### config.mk
export PLATFORM = sky130hd
export DESIGN_NAME = lut_layer_seq_flat
export DESIGN_NICKNAME = d
export VERILOG_FILES = /design/src/rtl/lut_layer_seq_pkg.sv /design/src/rtl/lut_layer_seq_if.sv /design/src/rtl/lut_layer_seq_gather.sv /design/src/rtl/lut_layer_seq.sv /design/src/flat_wrapper.sv
export SDC_FILE = /design/constraint.sdc
export NUM_CORES = 1
export LEC_CHECK = 0
export CORE_MARGIN = 2
export CORE_UTILIZATION = 37
export CTS_CLUSTER_SIZE = 28
export DETAILED_ROUTE_END_ITERATION = 8
export PLACE_DENSITY_LB_ADDON = 0.25
export SLEW_MARGIN = 20
export SYNTH_ARGS = -nofsm -noshare
export SYNTH_HDL_FRONTEND = slang
export SYNTH_SLANG_ARGS = --single-unit
### constraint.sdc
create_clock -name clk -period 2.3 [get_ports clk]
set_clock_uncertainty 0.15 [all_clocks]
set_input_delay 0.46 -clock clk [delete_from_list [all_inputs] [get_ports clk]]
set_output_delay 0.46 -clock clk [all_outputs]
set_load 0.005 [all_outputs]
### src/rtl/lut_layer_seq_pkg.sv
// lut_layer_pkg: shared definitions for the LUT layer sequencer.
//   - FSM state encoding (IDLE / RUN / DONE)
//   - conn_idx(): extracts one entry of the flattened connectivity map
package lut_layer_pkg;

  localparam logic [1:0] ST_IDLE = 2'd0;
  localparam logic [1:0] ST_RUN  = 2'd1;
  localparam logic [1:0] ST_DONE = 2'd2;

  // Widest connectivity map conn_idx() accepts. Callers zero-extend their
  // map to this width so one function serves every layer size.
  localparam int CONN_MAX_W = 4096;

  // Entry (n,k) of the map: the input bit that drives lut_addr[k] of neuron n.
  function automatic int conn_idx(input logic [CONN_MAX_W-1:0] conn,
                                  input int n, input int k,
                                  input int fanin, input int idx_w);
    int idx;
    idx = 0;
    for (int b = 0; b < 32; b++) begin
      if (b < idx_w) idx[b] = conn[(n * fanin + k) * idx_w + b];
    end
    return idx;
  endfunction

endpackage

### src/rtl/lut_layer_seq_if.sv
// lut_layer_seq_if: input-vector and result-vector valid/ready streams.
//   in_valid/in_ready/in_data    : activation vector into the sequencer
//   out_valid/out_ready/out_data : result vector out of the sequencer
// modport slave is the sequencer side, master is the traffic side.
interface lut_layer_seq_if #(
  parameter int IN_W    = 12,
  parameter int NEURONS = 4
);
  logic               in_valid;
  logic               in_ready;
  logic [IN_W-1:0]    in_data;
  logic               out_valid;
  logic               out_ready;
  logic [NEURONS-1:0] out_data;

  modport slave (
    input  in_valid, in_data, out_ready,
    output in_ready, out_valid, out_data
  );

  modport master (
    output in_valid, in_data, out_ready,
    input  in_ready, out_valid, out_data
  );
endinterface

### src/rtl/lut_layer_seq_gather.sv
// lut_addr_gather: combinational address builder.
//   en   : high while the sequencer is evaluating neurons
//   act  : latched activation vector
//   sel  : neuron index being evaluated
//   addr : FANIN-bit LUT address; 0 when en is low
// Each neuron's address bits are wired straight from the map, then the
// current neuron's address is picked with a mux on sel.
module lut_addr_gather
  import lut_layer_pkg::*;
#(
  parameter int IN_W    = 12,
  parameter int NEURONS = 4,
  parameter int FANIN   = 6,
  parameter int IDX_W   = 4,
  parameter logic [NEURONS*FANIN*IDX_W-1:0] CONN = '0,
  parameter int SEL_W   = 2
) (
  input  logic             en,
  input  logic [IN_W-1:0]  act,
  input  logic [SEL_W-1:0] sel,
  output logic [FANIN-1:0] addr
);

  localparam logic [CONN_MAX_W-1:0] CONN_EXT = CONN_MAX_W'(CONN);

  logic [NEURONS*FANIN-1:0] tab_flat;

  for (genvar gi = 0; gi < NEURONS; gi++) begin : g_n
    for (genvar gk = 0; gk < FANIN; gk++) begin : g_k
      localparam int IDX = conn_idx(CONN_EXT, gi, gk, FANIN, IDX_W);
      // A map entry pointing past the vector drives a hard 0, never X.
      if (IDX < IN_W) begin : g_hit
        assign tab_flat[gi*FANIN+gk] = act[IDX];
      end else begin : g_miss
        assign tab_flat[gi*FANIN+gk] = 1'b0;
      end
    end
  end

  always_comb begin
    addr = '0;
    if (en) begin
      for (int n = 0; n < NEURONS; n++) begin
        if (sel == SEL_W'(n)) addr = tab_flat[n*FANIN +: FANIN];
      end
    end
  end

endmodule

### src/rtl/lut_layer_seq.sv
// lut_layer_seq: time-multiplexed sequencer for one quantised LUT layer.
//   clk, rst  : clock, asynchronous active-high reset
//   io        : input/result valid-ready streams (slave side)
//   lut_sel   : neuron index presented to the external LUT bank
//   lut_addr  : LUT address for that neuron
//   lut_data  : combinational 1-bit LUT result
//   busy      : high while neurons are being evaluated
// One neuron is evaluated per cycle; a finished vector is held in DONE
// until accepted, and a new vector may be taken in that same cycle.
module lut_layer_seq
  import lut_layer_pkg::*;
#(
  parameter int IN_W    = 12,
  parameter int NEURONS = 4,
  parameter int FANIN   = 6,
  parameter int IDX_W   = 4,
  parameter logic [NEURONS*FANIN*IDX_W-1:0] CONN = '0,
  localparam int SEL_W  = (NEURONS > 1) ? $clog2(NEURONS) : 1
) (
  input  logic             clk,
  input  logic             rst,
  lut_layer_seq_if.slave   io,
  output logic [SEL_W-1:0] lut_sel,
  output logic [FANIN-1:0] lut_addr,
  input  logic             lut_data,
  output logic             busy
);

  localparam logic [SEL_W-1:0] LAST = SEL_W'(NEURONS - 1);

  logic [1:0]         state_reg;
  logic [SEL_W-1:0]   cnt_reg;
  logic [IN_W-1:0]    act_reg;
  logic [NEURONS-1:0] res_reg;
  logic               run;

  assign run         = (state_reg == ST_RUN);
  assign busy        = run;
  assign lut_sel     = run ? cnt_reg : '0;
  assign io.out_valid = (state_reg == ST_DONE);
  assign io.out_data  = io.out_valid ? res_reg : '0;
  // In DONE, readiness follows the consumer so a new vector can be taken
  // in the same cycle the result leaves.
  assign io.in_ready  = (state_reg == ST_IDLE) ||
                        ((state_reg == ST_DONE) && io.out_ready);

  lut_addr_gather #(
    .IN_W(IN_W), .NEURONS(NEURONS), .FANIN(FANIN),
    .IDX_W(IDX_W), .CONN(CONN), .SEL_W(SEL_W)
  ) u_gather (
    .en  (run),
    .act (act_reg),
    .sel (cnt_reg),
    .addr(lut_addr)
  );

  always_ff @(posedge clk or posedge rst) begin
    if (rst) begin
      state_reg <= ST_IDLE;
      cnt_reg   <= '0;
      act_reg   <= '0;
      res_reg   <= '0;
    end else begin
      case (state_reg)
        ST_IDLE: begin
          if (io.in_valid) begin
            act_reg   <= io.in_data;
            cnt_reg   <= '0;
            state_reg <= ST_RUN;
          end
        end
        ST_RUN: begin
          res_reg[cnt_reg] <= lut_data;
          if (cnt_reg == LAST) begin
            cnt_reg   <= '0;
            state_reg <= ST_DONE;
          end else begin
            cnt_reg <= cnt_reg + SEL_W'(1);
          end
        end
        ST_DONE: begin
          if (io.out_ready) begin
            if (io.in_valid) begin
              act_reg   <= io.in_data;
              cnt_reg   <= '0;
              state_reg <= ST_RUN;
            end else begin
              state_reg <= ST_IDLE;
            end
          end
        end
        default: state_reg <= ST_IDLE;
      endcase
    end
  end

endmodule

### src/flat_wrapper.sv
// flat-port wrapper written by rule: the top's interface ports become plain ports
module lut_layer_seq_flat import lut_layer_pkg::*;
#(
  parameter int IN_W    = 12,
  parameter int NEURONS = 4,
  parameter int FANIN   = 6,
  parameter int IDX_W   = 4,
  parameter logic [NEURONS*FANIN*IDX_W-1:0] CONN = '0,
  localparam int SEL_W  = (NEURONS > 1) ? $clog2(NEURONS) : 1
)
  (clk, rst, lut_sel, lut_addr, lut_data, busy, io_in_valid, io_in_data, io_out_ready, io_in_ready, io_out_valid, io_out_data);
  lut_layer_seq_if #(.IN_W(IN_W), .NEURONS(NEURONS)) io_i ();
  input  logic clk;
  input  logic rst;
  output logic [SEL_W-1:0] lut_sel;
  output logic [FANIN-1:0] lut_addr;
  input  logic lut_data;
  output logic busy;
  input wire logic [$bits(io_i.in_valid)-1:0] io_in_valid;
  input wire logic [$bits(io_i.in_data)-1:0] io_in_data;
  input wire logic [$bits(io_i.out_ready)-1:0] io_out_ready;
  output wire logic [$bits(io_i.in_ready)-1:0] io_in_ready;
  output wire logic [$bits(io_i.out_valid)-1:0] io_out_valid;
  output wire logic [$bits(io_i.out_data)-1:0] io_out_data;
  assign io_i.in_valid = io_in_valid;
  assign io_i.in_data = io_in_data;
  assign io_i.out_ready = io_out_ready;
  assign io_in_ready = io_i.in_ready;
  assign io_out_valid = io_i.out_valid;
  assign io_out_data = io_i.out_data;
  lut_layer_seq #(.IN_W(IN_W), .NEURONS(NEURONS), .FANIN(FANIN), .IDX_W(IDX_W), .CONN(CONN)) u_core (.clk(clk), .rst(rst), .io(io_i), .lut_sel(lut_sel), .lut_addr(lut_addr), .lut_data(lut_data), .busy(busy));
endmodule
==> impl_metrics.py, run 1 <==
metrics = {
    "run_status": {
        "status": "finished, final reports clean",
    },
    "job": {
        "max_cap_violations": 0,
    },
    "detailed_routing": {
        "wl_per_cell_um": 13.0,
        "dr.pass1.iters": 4,
        "via_per_inst": 4.76,
        "drt_iter0_drc": 6,
        "wirelength_mm": 1.29,
        "ant_nets": 0,
        "num_vias": 471,
        "drc": 0,
    },
    "power": {
        "powerDensity_nw_per_um2": 1410,
        "clockPowerShare_pct": 10.0,
        "p_comb_share_pct": 65.4,
        "p_int_w": 0.000813,
        "switching_power_w": 0.000435,
        "finalPower_w": 0.00125,
        "leakage_nw": 0.434,
        "p_sw_share_pct": 34.8,
        "p_seq_share_pct": 24.6,
        "max-vdd-ir-drop_mv": 0.794,
    },
    "grt": {
        "grt.overflow.total": 0,
        "grtUsageTotal_pct": 16.0,
        "grt_pass1_vias": 478,
        "antenna_found_initial": 0,
        "grt_max_degree": 10,
        "grt_pass1_wl_mm": 2.14,
    },
    "sta": {
        "min_period_over_period_pct": 98.7,
        "max_slew_margin_pct": 76.0,
        "hold_viol_final": 0,
        "rsz0062_at_grt": "yes",
        "post-route-min-period_ns": 2.27,
        "worst_pin_slew_ns": 0.359,
        "fin_setup_tns_ns": 0,
        "slew_viol_final": 0,
        "setup_viol": 0,
        "fmax_mhz": 440,
    },
    "floorplan": {
        "dieArea_sq_um": 1870,
        "die_h_um": 43.3,
        "coreArea_sq_um": 1470,
        "io_pins": 32,
        "row_count": 14,
        "die_width_um": 43.3,
        "initial_core_util_pct": 38.8,
    },
    "synthesis": {
        "ys_warn_count": 0,
        "ys_ff_latch": 9,
        "syn_nets": 76,
        "syn_area_sq_um": 571,
        "netlist-cell-type-count": 18,
        "ys_seq_area_share_pct": 39.5,
        "avgSynthCellArea_sq_um": 10.4,
        "netlist_instances": 55,
    },
    "cells_and_area": {
        "drive_gt1_share_pct": 41.0,
        "final_common_cell": "clkdlybuf4s50_1",
        "fin_nets": 105,
        "fill_cells": 137,
        "fin_area_sq_um": 887,
        "diodes": 0,
        "largest_reg_flops": 4,
        "mostFrequentLayoutCells": "clkdlybuf4s50_1, dfrtp_1, and2_1, buf_4",
        "syn_to_final_growth_pct": 55.5,
    },
    "clock_network": {
        "clk_latency_ns": 0.26,
        "cts_tree": "done",
        "cts_sinks": 9,
        "clk_pin_slew_worst_paths_ns": 0.06,
        "cts_max_level": 1,
        "cts_buffer_depth": 2,
        "clockRootBuffer": "clkbuf_4",
        "cts_buffers": 3,
    },
    "setup_path": {
        "r2r_setup_slack_ns": 0.74,
        "worst_ep_required_time_ns": 1.69,
        "start_kind": "flip-flop",
        "timing.rr.end": "u_core.act_reg[0]",
        "reg2reg_from": "u_core.state_reg[1]",
        "path_class": "reg2out",
        "crit_start": "u_core.cnt_reg[0]",
        "worst-path-max-fanout": 5,
        "end_kind": "primary output",
        "critical_path.endpoint": "lut_addr[3]",
        "cp_data_arrival_time_ns": 1.66,
        "ff2ff_path_depth": 3,
    },
    "placed_design": {
        "gp_routability_congestion": 0.719,
        "dp_hpwl_um": 856,
        "placement.io_buffers": 20,
        "dpl_cell_area_sq_um": 776,
    },
    "worst_hold_path": {
        "hold_path.class": "in2async",
    },
}
timing repair:
| action | 4_1_cts | 5_1_grt |
|---|---|---|
| cloned | 0 | 0 |
| resized for setup | 21 | 14 |
| hold buffers | 0 | 0 |
| endpoints found under the setup margin | 8 | 12 |
| buffers inserted | 4 | 2 |
| pin swaps | 2 | 2 |
layer usage:
metal / vias to the layer above / global-route usage [%] / routed length [um]
met5: - / 0 / 0
met2: 15 / 28.4 / 673
met3: 0 / 6.38 / 83
met1: 221 / 17.6 / 532
met4: 0 / 3.64 / 0
li1: 235 / - / -
synth_stat cells:
master    n  area, sq um
mux2_4    4         60.1
a22o_1    2         17.5
and2_1    6         37.5
nand2_2   1         6.26
nor3_1    1         5.00
nor2_1    2         7.51
ha_1      4         50.1
o21ai_0   2         10.0
nor4_1    1         6.26
dfrtp_1   9          225
nor2b_1   3         18.8
a21o_1    2         15.0
nor3b_1   1         7.51
mux2_2    2         22.5
nand2b_1  1         6.26
nand2_1   4         15.0
buf_4     6         45.0
inv_1     4         15.0
layout make-up:
type	instances	area, sq um	area share, %
timing repair buffer	30	269	30.3
clock buffer	4	26.3	2.96
tap	16	20.0	2.26
inverter	4	15.0	1.69
multi-input combinational	36	330	37.2
sequential	9	226	25.5
critical path, cell delays in order (launching register included):
cell and delay, ns:
dfrtp_1 0.41, buf_6 0.14, buf_6 0.11, ha_4 0.16, nor4_4 0.25, nor2_2 0.09, buf_6 0.13, clkbuf_2 0.11
kinds of logic after synthesis:
| kind of cell | synth area share (%) |
|---|---|
| adder cells (fa/ha/maj) | 8.77 |
| AO/OA/AOI/OAI | 7.46 |
| buffers and inverters | 10.5 |
| flip-flops | 39.5 |
| AND/OR/NAND/NOR | 19.3 |
| multiplexers | 14.5 |
power groups by stage:
stage	logic [W]	registers, W	clock network [W]
5_1_grt	0.000884	0.000319	0.000138
3_3_place_gp	0.000647	0.000304	0
3_5_place_dp	0.000663	0.000308	0
6_report	0.000816	0.000307	0.000125
4_1_cts	0.000775	0.000304	0.000130
2_1_floorplan	0.000423	0.000293	0
worst min path at each step:
stage / slack, ns / endpoint / start
after global routing: 0.37 / u_core.res_reg[3] / rst
after CTS: 0.33 / u_core.res_reg[3] / rst
after global placement: 0.34 / u_core.res_reg[1] / u_core.res_reg[1]
after detailed placement: 0.34 / u_core.res_reg[1] / u_core.res_reg[1]
final: 0.31 / u_core.res_reg[2] / rst
after floorplan: 0.14 / u_core.act_reg[0] / rst
through the flow:
stage	hold WS (ns)	std cells	utilization [%]	setup slack (ns)
final	0.313	99	60.3	0.0292
after global routing	0.366	99	60.3	-0.0489
after CTS	0.334	97	59.4	0.0217
after detailed placement	0.344	89	52.7	0.0473
after global placement	0.338	89	52.7	0.0837
after floorplan	0.138	55	-	0.465
Power figures use the tool's default switching activity.
==> inputs of run 2 (changes only) <==
Settings changed: ABC_AREA set to 0, CAP_MARGIN set to 25, MAX_ROUTING_LAYER set to met4.
==> results of run 2 <==
Final layout, timing and power as in run 1 (identical DEF).
Main changes from that run: final weighted congestion in routability-driven placement 0.719 -> 0.727; overall routing resource usage 16.0% -> 16.4%
